### src/rtl/lfsr_period_monitor_pkg.sv
// Shared definitions for the LFSR period monitor: FSM encodings, tap positions
// and the maximal-period helper.
package lfsr_period_monitor_pkg;

  typedef enum logic [1:0] {
    ST_IDLE  = 2'd0,
    ST_COUNT = 2'd1,
    ST_DONE  = 2'd2,
    ST_FAIL  = 2'd3
  } mon_state_t;

  localparam int TAP_A = 0;
  localparam int TAP_B = 1;

  // Length of a maximal sequence for a given state width (all-zero excluded).
  function automatic int max_period(input int width);
    return (32'sd1 << width) - 32'sd1;
  endfunction

endpackage

### src/rtl/lfsr_next_state.sv
// Combinational golden step of the x^4+x^3+1 LFSR: state in, expected next state out.
module lfsr_next_state
  import lfsr_period_monitor_pkg::*;
#(
  parameter int WIDTH = 4
) (
  input  logic [WIDTH-1:0] state,
  output logic [WIDTH-1:0] next_state
);

  assign next_state = {state[TAP_A] ^ state[TAP_B], state[WIDTH-1:1]};

endmodule

### src/rtl/lfsr_period_monitor.sv
// Measures the recurrence period of the LFSR state stream and flags lock-up/timeout.
// Optional recurrence checker enabled by defining LFSR_MON_SEQCHK_EN.
module lfsr_period_monitor
  import lfsr_period_monitor_pkg::*;
#(
  parameter int WIDTH   = 4,
  parameter int CNT_W   = 5,
  parameter int TIMEOUT = 31
) (
  input  logic             clk,
  input  logic             reset,
  input  logic             start,
  input  logic             load_in,
  input  logic [WIDTH-1:0] state_in,
  output logic             busy,
  output logic             done,
  output logic [CNT_W-1:0] period,
  output logic             max_len,
  output logic             lockup,
  output logic             timeout,
  output logic             seq_err
);

  mon_state_t       state_r, state_nx_s;
  logic [WIDTH-1:0] ref_r, ref_nx_s;
  logic [CNT_W-1:0] cnt_r, cnt_nx_s, cnt_inc_s;
  logic [CNT_W-1:0] period_r, period_nx_s;
  logic             max_len_r, max_len_nx_s;
  logic             lockup_r, lockup_nx_s;
  logic             timeout_r, timeout_nx_s;
  logic             seq_err_r, seq_err_nx_s;
  logic             busy_r, done_r;

`ifdef LFSR_MON_SEQCHK_EN
  logic [WIDTH-1:0] prev_r, prev_nx_s, expect_s;

  lfsr_next_state #(.WIDTH(WIDTH)) u_next (
    .state      (prev_r),
    .next_state (expect_s)
  );
`endif

  assign cnt_inc_s = cnt_r + {{(CNT_W-1){1'b0}}, 1'b1};

  // Next-state and next-status computation for the measurement FSM.
  always_comb begin
    state_nx_s   = state_r;
    ref_nx_s     = ref_r;
    cnt_nx_s     = cnt_r;
    period_nx_s  = period_r;
    max_len_nx_s = max_len_r;
    lockup_nx_s  = lockup_r;
    timeout_nx_s = timeout_r;
    seq_err_nx_s = seq_err_r;
`ifdef LFSR_MON_SEQCHK_EN
    prev_nx_s    = prev_r;
`endif
    case (state_r)
      ST_IDLE, ST_FAIL: begin
        if (start && !load_in) begin
          ref_nx_s     = state_in;
          cnt_nx_s     = {CNT_W{1'b0}};
          period_nx_s  = {CNT_W{1'b0}};
          max_len_nx_s = 1'b0;
          lockup_nx_s  = 1'b0;
          timeout_nx_s = 1'b0;
          seq_err_nx_s = 1'b0;
`ifdef LFSR_MON_SEQCHK_EN
          prev_nx_s    = state_in;
`endif
          if (state_in == {WIDTH{1'b0}}) begin
            lockup_nx_s = 1'b1;
            state_nx_s  = ST_FAIL;
          end else begin
            state_nx_s  = ST_COUNT;
          end
        end else begin
          state_nx_s = state_r;
        end
      end
      ST_COUNT: begin
`ifdef LFSR_MON_SEQCHK_EN
        prev_nx_s = state_in;
`endif
        // Abort beats checker, checker beats match, match beats timeout.
        if (load_in) begin
          state_nx_s = ST_IDLE;
`ifdef LFSR_MON_SEQCHK_EN
        end else if (state_in != expect_s) begin
          seq_err_nx_s = 1'b1;
          state_nx_s   = ST_FAIL;
`endif
        end else if (state_in == ref_r) begin
          period_nx_s  = cnt_inc_s;
          max_len_nx_s = (cnt_inc_s == CNT_W'(max_period(WIDTH)));
          state_nx_s   = ST_DONE;
        end else if (cnt_inc_s == CNT_W'(TIMEOUT)) begin
          timeout_nx_s = 1'b1;
          state_nx_s   = ST_FAIL;
        end else begin
          cnt_nx_s = cnt_inc_s;
        end
      end
      ST_DONE: begin
        state_nx_s = ST_IDLE;
      end
      default: begin
        state_nx_s = ST_IDLE;
      end
    endcase
  end

  // State, status and registered output strobes.
  always_ff @(posedge clk or negedge reset) begin
    if (!reset) begin
      state_r   <= ST_IDLE;
      ref_r     <= {WIDTH{1'b0}};
      cnt_r     <= {CNT_W{1'b0}};
      period_r  <= {CNT_W{1'b0}};
      max_len_r <= 1'b0;
      lockup_r  <= 1'b0;
      timeout_r <= 1'b0;
      seq_err_r <= 1'b0;
      busy_r    <= 1'b0;
      done_r    <= 1'b0;
    end else begin
      state_r   <= state_nx_s;
      ref_r     <= ref_nx_s;
      cnt_r     <= cnt_nx_s;
      period_r  <= period_nx_s;
      max_len_r <= max_len_nx_s;
      lockup_r  <= lockup_nx_s;
      timeout_r <= timeout_nx_s;
      seq_err_r <= seq_err_nx_s;
      busy_r    <= (state_nx_s == ST_COUNT);
      done_r    <= (state_nx_s == ST_DONE);
    end
  end

`ifdef LFSR_MON_SEQCHK_EN
  // Previous LFSR sample for the recurrence checker.
  always_ff @(posedge clk or negedge reset) begin
    if (!reset) begin
      prev_r <= {WIDTH{1'b0}};
    end else begin
      prev_r <= prev_nx_s;
    end
  end

  assign seq_err = seq_err_r;
`else
  assign seq_err = 1'b0;
`endif

  assign busy    = busy_r;
  assign done    = done_r;
  assign period  = period_r;
  assign max_len = max_len_r;
  assign lockup  = lockup_r;
  assign timeout = timeout_r;

endmodule

### config.mk
export PLATFORM = sky130hd
export DESIGN_NAME = lfsr_period_monitor
export DESIGN_NICKNAME = d
export VERILOG_FILES = /design/src/rtl/lfsr_period_monitor_pkg.sv /design/src/rtl/lfsr_next_state.sv /design/src/rtl/lfsr_period_monitor.sv
export SDC_FILE = /design/constraint.sdc
export NUM_CORES = 1
export LEC_CHECK = 0
export BUFFER_PORTS_ARGS = -buffer_cell sky130_fd_sc_hd__clkbuf_2
export CORE_MARGIN = 8
export CORE_UTILIZATION = 57
export CTS_BUF_LIST = sky130_fd_sc_hd__clkbuf_8
export CTS_CLUSTER_DIAMETER = 30
export CTS_CLUSTER_SIZE = 30
export DETAILED_ROUTE_END_ITERATION = 8
export PLACE_DENSITY = 0.8
export SKIP_LAST_GASP = 1
export SLEW_MARGIN = 20
export SYNTH_ARGS = -nofsm -noshare
export SYNTH_HDL_FRONTEND = slang
export SYNTH_SLANG_ARGS = --single-unit
### constraint.sdc
create_clock -name clk -period 2.5 [get_ports clk]
set_clock_uncertainty 0.05 [all_clocks]
set_input_delay 0.25 -clock clk [delete_from_list [all_inputs] [get_ports clk]]
set_output_delay 0.25 -clock clk [all_outputs]
set_load 0.02 [all_outputs]
### Word level (Yosys, flattened, before mapping)

Index checks and enable logic that the tools add are counted.

| storage, ports and cells | value |
|---|---|
| memory bits (writable) | 0 |
| word-level logic and storage cells | 57 |
| memories kept | 0 |
| latch bits | 0 |
| output and inout bits | 11 |
| ROM bits | 0 |
| input port bits | 8 |
| bits in registers | 21 |

| cells by class | value |
|---|---|
| divide/modulo/power cells | 0 |
| $add $sub $neg | 1 |
| equal/unequal tests | 14 |
| magnitude comparators | 0 |
| bitwise gates (word level) | 0 |
| reduce and logical (&&, ||, !) cells | 10 |
| shift operators | 0 |
| muxes and demuxes | 23 |
| multiply operators | 0 |

Operators with widths:

| cell | number |
|---|---|
| 5-bit 2-to-1 mux | 6 |
| 5-bit one-hot mux with 2 select lines | 2 |
| 2-bit != test (second input constant) | 6 |
| 2-bit 2-to-1 mux | 5 |
| 5-bit AND reduction | 2 |
| 1-bit 2-to-1 mux | 7 |
| 2-bit equality test (second input constant) | 3 |
| 2-bit one-hot mux with 3 select lines | 1 |
| 5-bit by 1-bit adder with 5-bit output (second input constant) | 1 |
| 5-bit by 4-bit equality test with 1-bit output (second input constant) | 1 |
| 5-bit equality test (second input constant) | 1 |
| 2-bit by 1-bit equality test with 1-bit output (second input constant) | 2 |
| 4-bit equality test | 1 |
| 4-bit logical NOT | 1 |
| 1-bit one-hot mux with 2 select lines | 2 |
| 4-bit AND reduction | 1 |
| 2-bit logical NOT | 1 |
| 2-bit AND reduction | 1 |
| 2-bit nonzero test | 1 |
| 2-bit OR reduction | 1 |
| 1-bit logical AND | 1 |
| 1-bit logical NOT | 1 |

### Longest topological paths before layout

Gate-level depths: netlist (run 1).

| depth | value |
|---|---|
| depth after elaboration | 7 |
| mapped depth | 7 |
| depth with buffers taken out | 6 |

### Worst setup path before layout (run 1)

Ideal clock, no wire load.

| timing | value |
|---|---|
| path kind | register to register |
| start | register ref_r[3] |
| end | register max_len_r, in the netlist max_len |
| period minus slack after synthesis | 1.917 ns |
| arrival time | 1.742 ns |
| stages on the path, launching flop included | 7 |
| path slack | 0.583 ns |
| path buffers | 2 |
| required time | 2.325 ns |
| path through | dfrtp_1 -> xor2_1 -> or4_1 -> buf_2 -> a21o_1 -> buf_6 -> mux2_4 |

| on the way | value |
|---|---|
| longest elaborated chain between the ends | 3 |

Ends and longest elaborated chain:

| element | line | RTL |
|---|---|---|
| start, declared | lfsr_period_monitor.sv:25 | `logic [WIDTH-1:0] ref_r, ref_nx_s;` |
| start signal, assigned | lfsr_period_monitor.sv:117 | `ref_r <= {WIDTH{1'b0}};` |
| start signal, assigned | lfsr_period_monitor.sv:128 | `ref_r <= ref_nx_s;` |
| 4-bit equality test | lfsr_period_monitor.sv:93 | `end else if (state_in == ref_r) begin` |
| 2-bit != test (no source line) | n/a |  |
| 4-bit AND reduction (no source line) | n/a |  |
| end signal, assigned | lfsr_period_monitor.sv:131 | `max_len_r <= max_len_nx_s;` |
| end, declared | lfsr_period_monitor.sv:28 | `logic max_len_r, max_len_nx_s;` |

Every way passes these cells.
A chain may end at the register's enable or synchronous reset.

### Worst setup path in the final report (run 1)

Ends and elaborated chain as after synthesis.

==> metrics.txt, run 1 <==
status completed; layout net count 140; total core area 1962 µm²; ys async rst share 1.000; synth warn 0; CTS tree yes; Final Hold Slack 206.9 ps; Syn Inst Count 112; critical path arrival 2150 ps; Post-CTS Hold Buffers 1; global-route wire length before repair 3912 µm; vias in the first global route 909; initial antenna violation count 0; unrepaired setup endpoints after global routing false; post-cts sizing count 0; most common cell in the netlist dfrtp_1; Peak Freq 0.4907 GHz; top layer in use met4; Num CTS Buffers 3; max_cap viols 0; Slew HR 0.6348; Tightest Hold Check Type input port to register; Unique masters post-synth 40; Post-synth top cells 21 x dfrtp_1, 9 x inv_1, 9 x mux2i_1; Pleak 0.0006820 µW; fin cells 155; post-layout min period 2038 ps; Die W 61.40 µm; final slew viol count 0; boundary pin count 19; PnR worst setup slack 462.2 ps; Hold Crit Start state_in[0]; Die Height 61.40 µm; number of synthesized flops with an enable pin 0; clock latency on the worst-skew pair 270 ps; pre-CTS WS 482.9 ps; routed len/inst 15.20 µm; Req. time, crit path 2610 ps; worst setup path start ref_r[3]; RePlAce Congestion 0.7858; critical path peak fanout 6; IO buf count 17; setup bufs post-CTS 0; layout cells sized above 1 0.2109; Critical Path End Type register; H-Tree Level Count 1; total track usage 0.1401; Clk pin slew, worst setup/hold paths 80 ps; largest net degree at the start of global routing 22; critical path startpoint category register; clk buf depth 2; critical path type register to register; post-synthesis sequential area ratio 0.4473; Via density 5.652; largest area contributor in the netlist dfrtp_1; CTS Sinks 21; via count 876; Die ar. 3770 µm²; met2 wire length 1143 µm; row count 16; Worst Tran Pin Value 542.8 ps; DPL Wire Length 1703 µm; Placed Cells 150; Total Power 702.4 µW; Net Count, Synth 123; VDD IR max 0.0003691 V; met1 WL 1038 µm; DR pass1 iterations 4; setup TNS 0 ps; Area growth syn-to-layout 11.93%; Pwr Density 534.2 nW/µm²; clock root buffer clkbuf_8; grt total ovfl 0; Synth area leaders dfrtp_1 45%, mux2i_1 7.7%, mux2_2 4.8%, xor2_1 3.7%, ha_1 3.2%; post-synthesis average cell area 10.49 µm²; WL final 2356 µm; Worst R2R Setup Slack 460 ps; Antenna Nets Post-Route 0; endpoints failing hold 0; register bit total from synthesis 21; Post-Syn Area 1175 µm²; Synth Flop Type dfrtp_1; worst r2r src ref_r[3]; top-area cell type share of the netlist area 0.4473; DR WL met3 101 µm; Period Utilization, post-route 0.8151; Initial Util 0.5989; final setup fails 0; drt drc 0; DRT iter0 DRCs 21; number of antenna diodes 0
==> area by class of cell <==
class	instances	area, µm²
repair buffers	18	95.09
inverters	9	33.78
clock inverters	1	5.005
flip-flops and latches	21	525.5
well taps	27	33.78
clock buffers	3	41.29
multi-input cells	76	580.6
fillers	168	646.9
==> worst max-delay path, stage by stage, from the launching register on <==
cell	delay (ps)
dfrtp_1	390
xor2_1	150
or4_1	650
a21o_1	350
mux2_4	330
==> metal layers <==
layer / GRT usage / vias to the layer above
li1: - / 425
met1: 0.1501 / 426
met2: 0.2493 / 18
met3: 0.02296 / 7
met4: 0.08766 / 0
met5: 0 / -
==> through the flow <==
step,utilization,cell area (µm²)
2_1_floorplan,-,1175
3_3_place_gp,0.6416,1259
3_5_place_dp,0.6416,1259
4_1_cts,0.6703,1315
5_1_grt,0.6703,1315
6_report,0.6703,1315
==> cells by family (layout without fill, tap and decap cells) <==
kind of cell,count (synthesis),after routing,synth area share
AO/OA/AOI/OAI,20,20,0.1225
buffers and inverters,15,31,0.05857
AND/OR/NAND/NOR,31,31,0.1544
multiplexers,15,15,0.1374
flip-flops,21,21,0.4473
other,1,1,0.003192
XOR/XNOR,6,6,0.04473
adder cells (fa/ha/maj),3,3,0.03195
==> layout by cell type (no fill, tap or decap), types with 2 or more instances in the layout <==
cell type / n
o21ai_0: 2
mux2_2: 5
nand2_1: 8
o21a_1: 2
nor2b_1: 3
mux2i_1: 9
nor4_1: 2
nand4_1: 4
inv_1: 9
o211a_1: 2
xor2_1: 5
dfrtp_1: 21
nand2b_1: 3
nand3_1: 2
clkbuf_8: 3
clkbuf_2: 17
and3b_1: 2
a21oi_1: 4
ha_1: 3
a21o_1: 2
==> report_power, final <==
part / internal (µW) / total, µW / switching, µW / leakage, µW
registers: 357 / 370 / 12.1 / 0.000283
clock network: 111 / 226 / 115 / 0.0000255
logic: 44.2 / 107 / 62.5 / 0.000373
==> registers in the layout, summed over array words and instances (netlist names) <==
name	cells
cnt_r	5
busy	1
done	1
timeout	1
period	5
state_r	2
ref_r	4
lockup	1
max_len	1
==> final timing paths <==
check	cells past startpoint	endpoint
setup reg to reg	4	max_len
hold reg to reg	1	timeout
min in group asynchronous	2	cnt_r[4]
hold / removal	2	ref_r[0]
setup / recovery	4	max_len
max in group asynchronous	2	done
No activity file was read; power rests on OpenSTA's default activity.
==> run 2, diff against run 1 <==
ABC_AREA = 1   (was not set)
clock period = 1.9 ns   (was 2.5 ns; I/O delays follow)
==> metrics.txt, run 2 <==
footprint of the multi-input gates 551.8 µm² (-5.0%); Period Utilization, post-route 0.8787 (+0.06357); most common cell in the netlist nand2_1; status completed; row count 16 (unchanged); Peak Freq 0.5990 GHz (+22%); CTS tree yes; Syn Inst Count 158 (+41%); global-route wire length before repair 3884 µm (-0.72%); max_cap viols 0 (unchanged); total of fill cells in the finished design 183 (+8.9%); IO buf count 17 (unchanged); commonest non-fill, non-tap cells in the layout 53 x nand2_1, 22 x inv_1, 21 x dfrtp_1; via count 1022 (+17%); Num CTS Buffers 3 (unchanged); DR WL met3 100 µm (-0.99%); met2 wire length 1145 µm (+0.17%); largest net degree at the start of global routing 22 (unchanged); register bit total from synthesis 21 (unchanged); post-route cell area 1349 µm² (+2.6%); Pleak 0.0007849 µW (+15%); Synth area leaders dfrtp_1 44%, nand2_1 17%, nand3_1 6.8%, inv_1 6.7%, ha_1 3.2%; Synth Flop Type dfrtp_1; largest area contributor in the netlist dfrtp_1; final setup fails 0 (unchanged); R2R depth 9 (+5); setup TNS 0 ps (unchanged); ys async rst share 1.000 (unchanged); hold path depth 3 (+1); Clk pin slew, worst setup/hold paths 70 ps (about the same); post-synthesis sequential area ratio 0.4444 (-0.002840); Post-Syn Area 1182 µm² (+0.64%); Die ar. 3788 µm² (+0.47%); vias in the first global route 964 (+6.1%); Req. time, crit path 2050 ps (-560 ps); critical path arrival 1820 ps (-330 ps); routed len/inst 11.10 µm (-27%); H-Tree Level Count 1 (unchanged); Die Height 61.55 µm (+0.24%); Via density 4.961 (-12%); Slew HR 0.6608 (+0.02597); DP Area 1294 µm² (+2.8%); Net Count, Synth 169 (+37%); Critical Path End Type register; Tightest Hold Check Type input port to register; clock latency on the worst-skew pair 250 ps (-20 ps); WL final 2286 µm (-3.0%); most common cell after layout, fill and taps aside nand2_1; total track usage 0.1360 (-0.004147); layout cells sized above 1 0.2123 (+0.001353); RePlAce Congestion 0.8624 (+9.7%); total core area 1962 µm² (unchanged); Pwr Density 1198 nW/µm² (+120%); Worst Tran Pin Value 508.8 ps (-33.94 ps); synth warn 0 (unchanged); Unique masters post-synth 22 (-45%); post-layout min period 1669 ps (-368.3 ps); met1 WL 1013 µm (-2.4%); layout net count 191 (+36%); endpoints failing hold 0 (unchanged); critical path peak fanout 7 (+1); number of synthesized flops with an enable pin 0 (unchanged); top layer in use met4; final slew viol count 0 (unchanged); Storage cell area 525.5 µm² (unchanged); Initial Util 0.6027 (+0.003826); top-area cell type share of the netlist area 0.4444 (-0.002840); grt total ovfl 0 (unchanged); Area growth syn-to-layout 14.07%; DR pass1 iterations 4 (unchanged); drt drc 0 (unchanged); unrepaired setup endpoints after global routing false; clk buf depth 2 (unchanged); post-synthesis average cell area 7.483 µm² (-29%); boundary pin count 19 (unchanged); DRT iter0 DRCs 30 (+43%); Antenna Nets Post-Route 0 (unchanged); critical path type register to register; VDD IR max 0.0007645 V (+110%); number of antenna diodes 0 (unchanged); DPL Wire Length 1820 µm (+6.9%); critical path startpoint category register; initial antenna violation count 0 (unchanged); CTS Sinks 21 (unchanged); Post-synth top cells 53 x nand2_1, 21 x dfrtp_1, 21 x inv_1; clock root buffer clkbuf_8; Die W 61.55 µm (+0.24%)
-- run 2: cell count changes after synthesis, moves of 3 or more --
cell,before,now
nand2_1,8,53
nand3_1,2,16
inv_1,9,21
mux2i_1,9,0
nor2_1,1,9
inv_2,0,5
mux2_2,5,0
nand2_2,0,5
xor2_1,5,1
clkbuf_1,3,0
nand2b_1,3,0
nor2b_1,3,0
o21ai_0,2,5
-- run 2: kinds of logic after synthesis --
logic type | count (synthesis) | synth area share
AND/OR/NAND/NOR | 94 | 0.3693
buffers and inverters | 27 | 0.08890
flip-flops | 21 | 0.4444
AO/OA/AOI/OAI | 11 | 0.05502
adder cells (fa/ha/maj) | 3 | 0.03175
XOR/XNOR | 1 | 0.007409
other | 1 | 0.003172
-- run 2: layer usage --
metal,GRT usage,vias to the layer above
li1,-,535
met1,0.1566,466
met4,0.04870,0
met3,0.02923,5
met5,0,-
met2,0.2393,16
-- run 2: repair_timing --
item,CTS,global route
gates resized for setup,0,0
endpoints found under the hold margin,21,0
setup buffers,0,0
hold buffers,1,0
-- run 2: area by class of cell --
type / instances / share of cell area
Clock buffer: 3 / 0.03061
Clock inverter: 1 / 0.002783
Inverter: 26 / 0.07236
Multi-Input combinational cell: 110 / 0.4091
Sequential cell: 21 / 0.3896
Tap cell: 27 / 0.02505
Timing Repair Buffer: 18 / 0.07050
-- run 2: path summary, 6_finish.rpt --
path / start / end / slack [ps]
max: state_r[0] / period[3] / 230
min: state_in[3] / ref_r[3] / 170
max reg2reg: state_r[0] / period[3] / 230
min reg2reg: lockup / lockup / 440
max in group asynchronous: reset / state_r[0] / 1080
min in group asynchronous: reset / cnt_r[4] / 380
-- run 2: worst max-delay path, stage by stage, from the launching register on --
cell and delay, ps:
dfrtp_1 390, ha_1 390, inv_1 110, nor2_2 120, inv_2 60, nor2_1 150
inv_2 100, nand2_2 120, nand2_1 70, nand2_1 50
-- run 2: power breakdown --
group / leakage [µW] / total [µW] / internal, µW / switching [µW]
combinational: 0.000481 / 701 / 230 / 471
sequential: 0.000277 / 640 / 560 / 80.3
clock: 0.0000269 / 274 / 144 / 130
total: 0.000785 / 1620 / 934 / 681
-- run 2: per-stage QoR --
stage	utilization	cells	worst slack, ps	power [µW]	hold WS (ps)
after floorplan	-	158	404.0	1186	-155.6
after global placement	0.6594	201	328.0	1322	128.7
after CTS	0.6875	206	243.8	1630	165.9
after global routing	0.6875	206	32.19	1752	192.0
after detailed placement	0.6594	201	255.1	1354	135.7
final	0.6875	206	230.5	1615	171.3
